### config.mk
export PLATFORM = sky130hd
export DESIGN_NAME = ceyloniac_fetch
export DESIGN_NICKNAME = d
export VERILOG_FILES = /design/src/rtl/ceyloniac_fetch.sv
export SDC_FILE = /design/constraint.sdc
export NUM_CORES = 1
export LEC_CHECK = 0
export ABC_AREA = 1
export ABC_CLOCK_PERIOD_IN_PS = 4200
export CAP_MARGIN = 10
export CORE_MARGIN = 3
export CORE_UTILIZATION = 39
export DETAILED_ROUTE_END_ITERATION = 16
export PLACE_DENSITY = 0.95
export SETUP_SLACK_MARGIN = 0.4
export SKIP_CTS_REPAIR_TIMING = 1
export SYNTH_ARGS = -nofsm -noshare
export SYNTH_HDL_FRONTEND = slang
export SYNTH_SLANG_ARGS = --single-unit
### constraint.sdc
create_clock -name clk -period 4.2 [get_ports clk]
set_input_delay 0.63 -clock clk [delete_from_list [all_inputs] [get_ports clk]]
set_output_delay 0.63 -clock clk [all_outputs]
set_load 0.02 [all_outputs]
### src/rtl/ceyloniac_fetch.sv
// Instruction fetch unit: IDLE/REQ/HOLD sequencer driving the PC register,
// instruction memory and instruction register. Define CEYLONIAC_FETCH_STALL_COUNT_EN for the stall counter.
module ceyloniac_fetch #(
  parameter int RAM_ADDR_WIDTH = 16,
  parameter int RAM_DATA_WIDTH = 32
) (
  input  logic                      clk,
  input  logic                      fetch_reset,
  input  logic                      fetch_enable,
  input  logic [RAM_ADDR_WIDTH-1:0] pc_in,
  output logic                      pc_write,
  output logic [RAM_ADDR_WIDTH-1:0] pc_next,
  output logic [RAM_ADDR_WIDTH-1:0] mem_addr,
  output logic                      mem_read_req,
  input  logic                      mem_ready,
  input  logic [RAM_DATA_WIDTH-1:0] mem_data,
  input  logic                      branch_valid,
  input  logic [RAM_ADDR_WIDTH-1:0] branch_target,
  output logic                      ir_valid,
  output logic [RAM_DATA_WIDTH-1:0] ir_data,
  input  logic                      ir_ready,
  output logic [15:0]               fetch_stall_count
);

  typedef enum logic [1:0] {
    IDLE = 2'd0,
    REQ  = 2'd1,
    HOLD = 2'd2
  } state_t;

  localparam logic [RAM_ADDR_WIDTH-1:0] ADDR_ONE = RAM_ADDR_WIDTH'(1);

  state_t                    state;
  logic [RAM_ADDR_WIDTH-1:0] pc_inc;
  logic                      fetch_accept;

  // Natural wrap of the adder gives all-ones -> 0.
  assign pc_inc       = pc_in + ADDR_ONE;
  assign mem_addr     = pc_in;
  assign mem_read_req = (state == REQ);

  // A redirect outranks a same-cycle memory response, which is dropped.
  assign fetch_accept = (state == REQ) && mem_ready && !branch_valid;

  // NOTE: every output of a combinational block gets a default first, so no
  // path leaves it unassigned and no latch is inferred.
  always_comb begin
    pc_write = 1'b0;
    pc_next  = pc_inc;
    if (!fetch_reset) begin
      if (branch_valid) begin
        pc_write = 1'b1;
        pc_next  = branch_target;
      end else if (fetch_accept) begin
        pc_write = 1'b1;
      end
    end
  end

  // NOTE: sequential state uses non-blocking assignments so every register
  // samples pre-edge values regardless of statement order.
  always_ff @(posedge clk or posedge fetch_reset) begin
    if (fetch_reset) begin
      state    <= IDLE;
      ir_valid <= 1'b0;
      ir_data  <= '0;
    end else if (branch_valid) begin
      ir_valid <= 1'b0;
      state    <= fetch_enable ? REQ : IDLE;
    end else begin
      case (state)
        IDLE: begin
          if (fetch_enable) state <= REQ;
        end
        REQ: begin
          if (mem_ready) begin
            ir_data  <= mem_data;
            ir_valid <= 1'b1;
            state    <= HOLD;
          end else if (!fetch_enable) begin
            state <= IDLE;
          end
        end
        HOLD: begin
          if (ir_ready) begin
            ir_valid <= 1'b0;
            state    <= fetch_enable ? REQ : IDLE;
          end
        end
        default: begin
          state    <= IDLE;
          ir_valid <= 1'b0;
        end
      endcase
    end
  end

`ifdef CEYLONIAC_FETCH_STALL_COUNT_EN
  // Counts cycles the memory keeps an outstanding request waiting; saturates.
  always_ff @(posedge clk or posedge fetch_reset) begin
    if (fetch_reset) begin
      fetch_stall_count <= 16'h0000;
    end else if ((state == REQ) && !mem_ready && !branch_valid &&
                 (fetch_stall_count != 16'hFFFF)) begin
      fetch_stall_count <= fetch_stall_count + 16'd1;
    end
  end
`else
  assign fetch_stall_count = 16'h0000;
`endif

endmodule

==> results.md <==
* DRC Markers at 0
* Full die area at 6900 sq um
* Critical path arrival at ~2.9 ns
* Path depth of the worst reg2reg path at 3
* Routed length per placed instance at 15.7 um
* Slew headroom at 0.528
* Skew-Pair Late Insertion Delay at 0.28 ns
* Rows at 27
* Clk_skew at 0.00671 ns
* Period minus WS final at 3.49 ns
* Width of the die at 83.0 um
* GRT overflow at 0
* Port buffer count at 136
* CTS H-tree depth at 2
* First-pass GRT wire length at about 11,000 um
* Yosys cell types at 25
* Most used DFF post-synth: dfrtp_1
* Final hold violation count at 0
* Seq/Total Area, Yosys at 0.378
* CTS Root Buffer Type: clkbuf_8
* Synth Instances at around 250
* Peak VDD IR at ~0.46 mV
* Area of the multi-input gates at 1120 sq um
* Clk buf depth at 2
* Sequential cell area at 876 sq um
* HP Class: flop to flop
* Share of layout cells above drive strength 1 at 0.132
* Clk slew on worst S/H paths at 0.07 ns
* Fin. max-slew vios at 0
* Critical path capture point type: output port
* Top Ports at 153
* Reg-to-reg startpoint: state[1]$_DFFE_PP0P_
* CTS tree: built
* Async SR Flop Fraction at 1.00
* Routed vias/inst at roughly 4.7
* Flop2flop setup slack at around 2.5 ns
* Core area at 5640 sq um
* Largest net degree at the start of global routing at 36
* Post-synth EDFFs at 0
* Yosys reg bits at 35
* Routed WL at 6960 um
* Critical R2R Capture: ir_data[25]$_DFFE_PP0P_
* Layout area overhead at 56.8%
* Critical Path Source: branch_valid
* CP required at 3.57 ns
* Fin Setup TNS at 0 ns
* Layout net count at 442
* RSZ-0062 raised after global routing: no
* Pwr Density at 475 nW/um^2
* Crit path launch type: input pin
* Crit path max fanout at 26
* Final period util at 0.831
* Slew at the pin with the worst max-slew slack at 0.707 ns
* Max-cap viol count at 0
* Hold WS at 0.513 ns
* Initial DRT Pass Iterations at 4
* Netlist Area Pre-Place at 2310 sq um
* Starting Density at 0.410
* Detailed router's first-iteration violation count at 98
* Pleak at 1.74 nW
* Fmax at approximately 0.29 GHz
* Overall routing resource usage at 0.200
* Ys Warns at 0
* Number of global-route vias before repair at ~2,100
* Vias at 2,071
* GP Congestion at 0.875
* Clock buffer count from CTS at 5
* Critical path capture point: pc_next[14]
* Status: complete, no violations
* Floorplan die height at 83.0 um
* CP Class: input pin to output port
* Clock sinks at 35
* Final setup fails at 0
* Antenna diode count at 0
* Initial antenna violation count at 0
* DP HPWL at 5690 um
* Syn_area_per_cell at just over 9 sq um
* Post-route ant nets at 0
* Fill cells at 454
* Hold Startpoint: ir_data[27]$_DFFE_PP0P_
[kinds of logic after synthesis]
logic type | share of synthesized area
simple gates | 0.189
buf+inv | 0.163
flops | 0.378
mux | 0.205
compound gates | 0.0346
xor+xnor | 0.0227
fa+ha+maj | 0.00540
other cells | 0.00162
[Yosys cell counts (2+ instances only)]
| cell type | count | area (sq um) |
|---|---|---|
| nand2_1 | 49 | 184 |
| dfrtp_1 | 35 | 876 |
| buf_4 | 32 | 240 |
| mux2_4 | 28 | 420 |
| inv_1 | 25 | 93.8 |
| nor2_1 | 20 | 75.1 |
| nand3_1 | 15 | 75.1 |
| o21ai_0 | 8 | 40.0 |
| or2_2 | 5 | 31.3 |
| mux2_2 | 4 | 45.0 |
| nand4_1 | 4 | 25.0 |
| xor2_1 | 4 | 35.0 |
| buf_6 | 3 | 33.8 |
| a21oi_1 | 2 | 10.0 |
| buf_2 | 2 | 10.0 |
| nor2_4 | 2 | 22.5 |
| o21bai_1 | 2 | 15.0 |
| xnor2_1 | 2 | 17.5 |
[stage by stage]
step / instances / power, W / area, sq um / worst slack, ns / utilization
2_1_floorplan: 264 / 0.00106 / 2370 / 1.85 / -
3_3_place_gp: 436 / 0.00146 / 3550 / 0.778 / 0.629
3_5_place_dp: 436 / 0.00150 / 3550 / 0.734 / 0.629
4_1_cts: 444 / 0.00174 / 3630 / 0.728 / 0.643
5_1_grt: 444 / 0.00181 / 3630 / 0.555 / 0.643
6_report: 444 / 0.00172 / 3630 / 0.710 / 0.643
[layout make-up]
class	count	area share
inverter	25	0.0259
sequential	35	0.241
timing repair buffer	137	0.377
multi-input combinational	167	0.308
clock inverter	3	0.00414
tap	72	0.0248
clock buffer	5	0.0190
[critical path, stage by stage]
cell             delay [ns]
clkdlybuf4s50_1        0.50
inv_1                  0.14
nor2_4                 0.19
inv_1                  0.34
or2_2                  0.40
nand2_1                0.07
inv_1                  0.04
clkdlybuf4s50_1        0.54
[cell usage in the layout (no fill, tap or decap), types with 2 or more instances in the layout]
cell	count
inv_1	25
mux2_2	4
nand3_1	15
nand2_1	49
clkbuf_8	5
o21bai_1	2
mux2_4	28
xor2_1	4
nand4_1	4
dfrtp_1	35
nor2_1	20
clkdlybuf4s50_1	136
o21ai_0	8
or2_2	5
clkinv_2	3
a21oi_1	2
nor2_4	2
conb_1	16
xnor2_1	2
[state kept, by name, summed over array words and instances (netlist names)]
signal    flops
state         2
ir_valid      1
ir_data      32
[how the worst min path moves through the flow]
| stage | endpoint | cells after the start |
|---|---|---|
| 2_1_floorplan | state[1]$_DFFE_PP0P_ | 3 |
| 3_3_place_gp | ir_data[3]$_DFFE_PP0P_ | 1 |
| 3_5_place_dp | ir_data[29]$_DFFE_PP0P_ | 1 |
| 4_1_cts | ir_data[13]$_DFFE_PP0P_ | 1 |
| 5_1_grt | ir_data[13]$_DFFE_PP0P_ | 1 |
| 6_report | ir_data[27]$_DFFE_PP0P_ | 1 |
[layer usage]
| layer | track usage | part of all wire |
|---|---|---|
| met1 | 0.214 | 0.36 |
| met2 | 0.411 | 0.60 |
| met3 | 0.0357 | 0.045 |
| met4 | 0.0223 | 0.0026 |
| met5 | 0 | 0 |
[power by group]
group	internal [W]	total, W	switching (W)
sequential	0.000476	0.000560	0.0000835
combinational	0.000516	0.000932	0.000416
clock	0.000113	0.000232	0.000118
total	0.00111	0.00172	0.000618
(Power assumes the default switching activity.)
